### src/rtl/data_cache_pkg.sv
// Shared types and constants for the direct-mapped write-through data cache.
package data_cache_pkg;

    localparam int LINES_DEF = 64;
    localparam int ADDR_W    = 30;

    typedef enum logic [1:0] {
        IDLE    = 2'd0,
        RD_REQ  = 2'd1,
        RD_WAIT = 2'd2,
        WR_REQ  = 2'd3
    } state_t;

    function automatic int idx_w(input int lines);
        return $clog2(lines);
    endfunction

    function automatic int tag_w(input int lines);
        return ADDR_W - $clog2(lines);
    endfunction

endpackage

### src/rtl/cache_data_array.sv
// Line storage: one 32-bit word per line, byte-writable, registered read port.
module cache_data_array #(
    parameter int LINES = 64,
    parameter int IDX_W = 6
) (
    input  logic             clk,
    input  logic [3:0]       i_we,
    input  logic [IDX_W-1:0] i_waddr,
    input  logic [31:0]      i_wdata,
    input  logic             i_re,
    input  logic [IDX_W-1:0] i_raddr,
    output logic [31:0]      o_rdata
);

    logic [31:0] r_mem [LINES];
    logic [31:0] r_q;

    always_ff @(posedge clk) begin
        for (int b = 0; b < 4; b++) begin
            if (i_we[b]) begin
                r_mem[i_waddr][8*b +: 8] <= i_wdata[8*b +: 8];
            end
        end
        if (i_re) begin
            r_q <= r_mem[i_raddr];
        end
    end

    assign o_rdata = r_q;

endmodule

### src/rtl/data_cache.sv
// Direct-mapped, one-word-line data cache; write-through, no write-allocate.
module data_cache
    import data_cache_pkg::*;
#(
    parameter int LINES = LINES_DEF
) (
    input  logic                clk,
    input  logic                reset,
    input  logic [31:0]         dcache_addr,
    input  logic                dcache_re,
    input  logic [3:0]          dcache_we,
    input  logic [31:0]         dcache_din,
    output logic [31:0]         dcache_dout,
    output logic                stall,
    output logic                mem_req_valid,
    input  logic                mem_req_ready,
    output logic                mem_req_rw,
    output logic [ADDR_W-1:0]   mem_req_addr,
    output logic [31:0]         mem_req_data,
    output logic [3:0]          mem_req_mask,
    input  logic                mem_resp_valid,
    input  logic [31:0]         mem_resp_data
);

    localparam int IDX_W = idx_w(LINES);
    localparam int TAG_W = tag_w(LINES);

    state_t              r_state;
    logic                r_req_valid;
    logic                r_req_rw;
    logic [ADDR_W-1:0]   r_req_addr;
    logic [31:0]         r_req_data;
    logic [3:0]          r_req_mask;
    logic [31:0]         r_dout;
    logic                r_sel_arr;
    logic [LINES-1:0]    r_valid;
    logic [TAG_W-1:0]    r_tags [LINES];

    logic [ADDR_W-1:0]   w_addr;
    logic [IDX_W-1:0]    w_idx;
    logic [TAG_W-1:0]    w_tag;
    logic [IDX_W-1:0]    w_fill_idx;
    logic                w_hit;
    logic                w_idle;
    logic                w_wr;
    logic                w_rd;
    logic                w_rd_hit;
    logic                w_fill;
    logic [3:0]          w_arr_we;
    logic [IDX_W-1:0]    w_arr_waddr;
    logic [31:0]         w_arr_wdata;
    logic [31:0]         w_arr_rdata;
    logic                w_unused;

    assign w_unused   = &{1'b0, dcache_addr[1:0]};
    assign w_addr     = dcache_addr[31:2];
    assign w_idx      = w_addr[IDX_W-1:0];
    assign w_tag      = w_addr[ADDR_W-1:IDX_W];
    assign w_fill_idx = r_req_addr[IDX_W-1:0];
    assign w_hit      = r_valid[w_idx] && (r_tags[w_idx] == w_tag);
    assign w_idle     = (r_state == IDLE);
    assign w_wr       = w_idle && (|dcache_we);
    assign w_rd       = w_idle && !(|dcache_we) && dcache_re;
    assign w_rd_hit   = w_rd && w_hit;
    assign w_fill     = (r_state == RD_WAIT) && mem_resp_valid;

    // Fill and write-hit never coincide: they live in different states.
    assign w_arr_we    = w_fill ? 4'hF :
                         (w_wr && w_hit) ? dcache_we : 4'h0;
    assign w_arr_waddr = w_fill ? w_fill_idx : w_idx;
    assign w_arr_wdata = w_fill ? mem_resp_data : dcache_din;

    cache_data_array #(
        .LINES (LINES),
        .IDX_W (IDX_W)
    ) u_array (
        .clk     (clk),
        .i_we    (w_arr_we),
        .i_waddr (w_arr_waddr),
        .i_wdata (w_arr_wdata),
        .i_re    (w_rd_hit),
        .i_raddr (w_idx),
        .o_rdata (w_arr_rdata)
    );

    always_ff @(posedge clk) begin
        if (w_fill) begin
            r_tags[w_fill_idx] <= r_req_addr[ADDR_W-1:IDX_W];
        end
    end

    always_ff @(posedge clk or posedge reset) begin
        if (reset) begin
            r_state     <= IDLE;
            r_req_valid <= 1'b0;
            r_req_rw    <= 1'b0;
            r_req_addr  <= '0;
            r_req_data  <= '0;
            r_req_mask  <= '0;
            r_dout      <= '0;
            r_sel_arr   <= 1'b0;
            r_valid     <= '0;
        end else begin
            // A hit's array output is shown for one cycle, then latched.
            if (r_sel_arr) begin
                r_dout <= w_arr_rdata;
            end
            r_sel_arr <= w_rd_hit;
            unique case (r_state)
                IDLE: begin
                    if (w_wr) begin
                        r_state     <= WR_REQ;
                        r_req_valid <= 1'b1;
                        r_req_rw    <= 1'b1;
                        r_req_addr  <= w_addr;
                        r_req_data  <= dcache_din;
                        r_req_mask  <= dcache_we;
                    end else if (w_rd && !w_hit) begin
                        r_state     <= RD_REQ;
                        r_req_valid <= 1'b1;
                        r_req_rw    <= 1'b0;
                        r_req_addr  <= w_addr;
                        r_req_mask  <= 4'hF;
                    end
                end
                RD_REQ: begin
                    if (mem_req_ready) begin
                        r_req_valid <= 1'b0;
                        r_state     <= RD_WAIT;
                    end
                end
                RD_WAIT: begin
                    if (mem_resp_valid) begin
                        r_dout              <= mem_resp_data;
                        r_valid[w_fill_idx] <= 1'b1;
                        r_state             <= IDLE;
                    end
                end
                WR_REQ: begin
                    if (mem_req_ready) begin
                        r_req_valid <= 1'b0;
                        r_state     <= IDLE;
                    end
                end
            endcase
        end
    end

    assign stall         = (r_state != IDLE);
    assign dcache_dout   = r_sel_arr ? w_arr_rdata : r_dout;
    assign mem_req_valid = r_req_valid;
    assign mem_req_rw    = r_req_rw;
    assign mem_req_addr  = r_req_addr;
    assign mem_req_data  = r_req_data;
    assign mem_req_mask  = r_req_mask;

endmodule

### config.mk
export PLATFORM = sky130hd
export DESIGN_NAME = data_cache
export DESIGN_NICKNAME = d
export VERILOG_FILES = /design/src/rtl/data_cache_pkg.sv /design/src/rtl/cache_data_array.sv /design/src/rtl/data_cache.sv
export SDC_FILE = /design/constraint.sdc
export NUM_CORES = 2
export LEC_CHECK = 0
export BUFFER_PORTS_ARGS = -buffer_cell sky130_fd_sc_hd__buf_2
export CAP_MARGIN = 30
export CORE_ASPECT_RATIO = 1.5
export CORE_MARGIN = 5
export CORE_UTILIZATION = 25
export CTS_BUF_LIST = sky130_fd_sc_hd__clkbuf_2 sky130_fd_sc_hd__clkbuf_4 sky130_fd_sc_hd__clkbuf_8
export DETAILED_ROUTE_END_ITERATION = 6
export GPL_TIMING_DRIVEN = 0
export SLEW_MARGIN = 40
export SYNTH_ARGS = -nofsm -noshare
export SYNTH_HDL_FRONTEND = slang
export SYNTH_SLANG_ARGS = --single-unit
export TNS_END_PERCENT = 5
### constraint.sdc
create_clock -name clk -period 10.9 [get_ports clk]
set_input_delay 2.18 -clock clk [delete_from_list [all_inputs] [get_ports clk]]
set_output_delay 2.18 -clock clk [all_outputs]
set_load 0.1 [all_outputs]
After elaboration in Yosys (flattened, before gate mapping)
Memories as Yosys holds them, arrays and structs flattened. A register that Yosys moved wholly into a read port is not among the register bits.
Index checks and enable logic that the tools add are counted.
Widths: inputs -> output; s select.

storage, ports and cells
  register bits after elaboration = 167
  memory bits (writable) = 3584
  input port bits = 105
  output and inout port bits = 101
  logic and storage cells = 83
  memories = 2

memory list
  name           depth  bits a word  rd ports  clocked after memory_dff  write ports  line                    RTL
  u_array.r_mem  64     32           1         1                         1            cache_data_array.sv:15  logic [31:0] r_mem [LINES];
  r_tags         64     24           1         0                         1            data_cache.sv:37        logic [TAG_W-1:0] r_tags [LINES];

cells by class
  magnitude comparators = 3
  equality and inequality tests = 9
  muxes and demuxes = 37
  bitwise logic cells = 1
  reduce and logical (&&, ||, !) cells = 22

operators by type and width
  operator            count
  $mux 32             4
  $or 64x64->64       1
  $mux 30             2
  $eq 24x24->1        1
  $mux 1              17
  $mux 4              4
  $lt 6x7->1 const B  2
  $mux 2              5
  $logic_and 1x1->1   9
  $pmux 2 s4          1
  $bmux 1 s6          1
  $demux 1 s6         1
  $ge 6x1->1 const B  1
  $mux 6              1
  $ne 2x2->1 const B  3
  $reduce_and 2->1    3
  $reduce_bool 2->1   3
  $eq 2x2->1 const B  2
  $reduce_and 4->1    1
  $reduce_or 4->1     1
  $ne 3x1->1 const B  1
  $reduce_and 3->1    1
  $eq 2x1->1 const B  1
  $logic_not 1->1     2
  other kinds (4)     4

Logic depth before layout (Yosys ltp)
  depth after elaboration = 8
  depth in mapped cells = 19
  gate-level depth less buffers = 10

Cells and area by module
From an unflattened synthesis, not the netlist that was laid out.

second synthesis, totals
  cell total of the unflattened synthesis = 7373
  area, all modules = 148935.3 µm²

modules (own cells, without submodules)
  module            instances  cells an instance  area each (µm²)  sequential area each (µm²)
  cache_data_array  1          3949               81957.4          62459.9
  data_cache        1          3424               66978.0          50303.2

Least setup slack after synthesis
No wires, ideal clock.

  path kind = input port to flip-flop
  start = in dcache_addr[3]
  end = reg u_array.r_q[0] (netlist: u_array.o_rdata[0]), read port of u_array.r_mem, enable pin
  library setup time = 505 ps
  arrival = 8147 ps
  data required time = 10395 ps
  path slack = 2248 ps
  stages on the path = 13
  buffers on the path = 4
  path through = buf_2 -> buf_1 -> buf_1 -> mux2i_1 -> nand3_1 -> o2111a_1 -> a221oi_1 -> nand4_1 -> xor2_1 -> nor4_2 -> nand4_4 -> buf_1 -> nor4_1

between the ends
  longest elaborated chain between the ends = 4
  elaborated cells between the ends (all ways) = 6
  classes of those cells = eq/ne: 1; mux: 2; reduce/logical: 2; memory: 1

ends and longest elaborated chain
  element                                             line                    RTL
  start: declaration                                  data_cache.sv:9         input logic [31:0] dcache_addr,
  $mem_v2 64x24 / $bmux 1 s6 (equally long branches)  --
  $eq 24x24->1 / $mux 1 (equally long branches)       data_cache.sv:60        assign w_hit = r_valid[w_idx] && (r_tags[w_idx] == w_tag);
  $logic_and 1x1->1 (*)                               data_cache.sv:60
  $logic_and 1x1->1 (*)                               data_cache.sv:64        assign w_rd_hit = w_rd && w_hit;
  via u_array.i_re                                    cache_data_array.sv:10  input logic i_re,
  end: declaration                                    cache_data_array.sv:16  logic [31:0] r_q;

Mark *: on every way through the listed nets, which the timed path passes. The rest lies on a longest branch. The select of a mux whose other input is x is not followed.
A chain may end at the register's enable or synchronous reset.

Worst setup path in the final report
  start = in dcache_addr[5]
  end = reg u_array.r_q[6] (netlist: u_array.o_rdata[6]), read port of u_array.r_mem, enable pin

Same word-level chain as after synthesis.

==> impl_metrics.yaml <==
finish:
  layout.nets: 8140
  fillers: 56900
  design_area_um2: 178000
  multi_input_area_um2: 33900
  seqCellArea_um2: 113000
  finalNonFillerCells: 16400
  drive_gt1_share_pct: 38.3
  finalCoreUtilization_pct: 30.2
  syn2layout_area_growth_pct: 20.6
sta:
  hold_viol: 0
  fmax_ghz: 0.109
  drv_slew: 0
  rsz0062_at_grt: "false"
  slew_headroom_pct: 32.3
  skew_ns: 0.0901
  period_needed_ns: 9.19
  finalSetupViolCount: 0
  worstMarginPinSlew_ns: 1.02
  finalCritPeriodShare_pct: 84.3
  holdWs_ns: 0.461
  finalSetupTns_ns: 0
placed_design:
  gp_congestion: 0.947
  placed_cells: 15200
  hpwl_um: 378000
  placed_cell_area_um2: 166000
  io_buffers: 201
drt:
  drt.antenna.violating_nets: 0
  drt-total-wl_um: 526000
  dr.pass1.iters: 6
  wl_per_cell_um: 32.1
  via_per_inst: 4.97
  drc: 0
  drt_iter0_markers: 11800
  vias: 81300
floorplan:
  rows: 345
  die_y_um: 951
  core_area_um2: 589000
  initial_utilization_pct: 25.1
  io_pins: 206
  die_area_um2: 607000
  die_x_um: 638
job:
  cap_violations: 0
critical_path:
  cp_common_cell: "buf_2"
  critPathMaxFanout: 10
  cpLargestDelayFamily: "buffers and inverters"
  worstSetupPathType: "input port to flop"
  cp_data_arrival_time_ns: 10.09
  crit_required_ns: 11.80
  worst-path-buf-inv: 18
  slowest_delay_ns: 0.72
  cp-end-kind: "flop"
  cp_slowest_cell: "buf_1"
  start_kind: "input port"
clock_network:
  cts_hold_repair.buffers: 0
  tritoncts.num_buffers: 618
  post_cts_buffers: 0
  cts.path.max_buffers: 4
  clkLatencyLatePin_ns: 1.25
  cts.sinks: 3783
  cts_resized: 0
  cts_tree: "done"
  htreeDepth: 6
  clockRootBuffer: "clkbuf_8"
  clkSlewWorstSetupHoldPaths_ns: 0.06
logic_synthesis:
  synth_edf_count: 3616
  ys_seq_area_share_pct: 76.3
  synth_cell_types: 69
  ys_warn_count: 0
  netlist_instances: 6937
  ys_seq_elements: 3783
  syn_nets: 7042
  syn-cell-area_um2: 148000
  ys_async_sr_fraction_pct: 4.41
  syn_area_per_cell_um2: 21.3
  synth-main-ff-cell: "edfxtp_1"
global_routing:
  track_usage_pct: 16.7
  antenna_found_initial: 34
  grt_max_degree: 70
  grt_remaining_overflow: 0
  grt_pass1_vias: 81300
  grt_pass1_wl_um: 697000
power:
  comb_power_share_pct: 17.7
  power.share.sequential_pct: 49.1
  pwr-share-clk_pct: 33.2
  irDropWorstVdd_v: 0.000313
  swShare_pct: 30.7
  p_int_mw: 25.8
  powerDensity_nw_per_um2: 209
  leakage_nw: 57.2
  switching_power_mw: 11.4
hold_path:
  hp-class: "flop to flop"
run_status:
  status: "completed"
==> per-stage QoR <==
stage                     worst slack, ns  power [mW]
after floorplan                      2.25        21.9
after global placement              -5.85        24.5
after detailed placement            0.901        25.0
after CTS                            2.24        37.2
after global routing                 1.93        38.1
final                                1.71        37.2
==> final timing paths <==
path / from / end / slack, ns / cells after the start
worst max-delay path: dcache_addr[5] / u_array.o_rdata[6]$_DFFE_PP_ / 1.71 / 25
worst min-delay path: r_valid[11]$_DFFE_PP0P_ / r_valid[11]$_DFFE_PP0P_ / 0.46 / 1
worst max register to register: r_tags[27][0]$_DFFE_PP_ / u_array.o_rdata[6]$_DFFE_PP_ / 4.77 / 18
worst min register to register: r_valid[11]$_DFFE_PP0P_ / r_valid[11]$_DFFE_PP0P_ / 0.46 / 1
max in group asynchronous: reset / mem_req_addr[29]$_DFFE_PP0P_ / 8.72 / 4
min in group asynchronous: reset / mem_req_data[11]$_DFFE_PP0P_ / 1.03 / 2
==> layout make-up <==
| type | instances | area share [%] |
|---|---|---|
| multi-input combinational | 2734 | 19.1 |
| sequential | 3783 | 63.4 |
| clock inverter | 204 | 0.769 |
| inverter | 38 | 0.0843 |
| antenna | 41 | 0.0576 |
| clock buffer | 892 | 6.03 |
| tap | 7807 | 5.48 |
| timing repair buffer | 478 | 3.85 |
| buffer | 382 | 1.29 |
==> cells by family after synthesis <==
logic type	after synthesis	synth area share (%)
flip-flops	3783	76.3
multiplexers	1313	17.0
AND/OR/NAND/NOR	1055	3.10
buffers and inverters	420	1.52
AO/OA/AOI/OAI	340	1.88
XOR/XNOR	26	0.154
==> per-layer routing <==
metal | global-route usage, % | wire length [um] | up-vias | part of all wire [%]
met4 | 11.5 | 42300 | 14 | 8.0
met2 | 26.9 | 247000 | 6080 | 47
li1 | - | - | 31000 | -
met1 | 18.8 | 175000 | 42600 | 33
met3 | 5.40 | 61800 | 1528 | 12
met5 | 0.277 | 536 | - | 0.10
==> flip-flops by register name (all words and copies together), names as in the netlist <==
register         flops
mem_req_addr        30
mem_req_data        32
mem_req_mask         4
mem_req_rw           1
mem_req_valid        1
r_dout              32
r_sel_arr            1
r_state              2
r_tags            1536
r_valid             64
u_array.o_rdata     32
u_array.r_mem     2048
==> power by group through the flow <==
stage | clock network [mW] | logic, mW | registers [mW]
2_1_floorplan | 0 | 2.43 | 19.5
3_5_place_dp | 0 | 6.46 | 18.5
5_1_grt | 13.1 | 6.72 | 18.3
3_3_place_gp | 0 | 5.17 | 19.3
6_report | 12.3 | 6.60 | 18.3
4_1_cts | 12.4 | 6.46 | 18.2
==> cells in the mapped netlist (all sizes together), types with 59 or more instances <==
cell type	count	area [um^2]
edfxtp	3616	109000
mux4	947	21300
nand2	414	1550
nor2	380	1430
mux2i	274	2740
buf	233	1540
dfrtp	167	4180
clkbuf	149	561
mux2	92	1040
a22oi	83	623
or2	66	413
nand3	59	295
==> cell usage in the layout (no fill, tap or decap), drive strengths merged, types with 23 or more instances in the layout <==
cell type | netlist | layout
mux2 | 92 | 92
o21ai | 23 | 23
nor3 | 28 | 28
or2 | 66 | 66
a22oi | 83 | 83
edfxtp | 3616 | 3616
nand3 | 59 | 59
nor2 | 380 | 380
mux4 | 947 | 947
nand2 | 414 | 414
o31ai | 34 | 34
clkbuf | 149 | 1041
clkinv | 1 | 158
dfrtp | 167 | 167
mux2i | 274 | 274
o211ai | 36 | 36
diode | 0 | 41
inv | 37 | 65
a21oi | 30 | 30
buf | 233 | 711
==> worst reg2reg max path, delay by kind of cell (launching register included) <==
family	cells	cell delay (ns)
and+or+nand+nor	6	2.56
xor gates and xnor gates	1	0.21
buffers and inverters	10	2.16
muxes	1	0.53
DFF	1	0.35
Power figures use the tool's default switching activity.
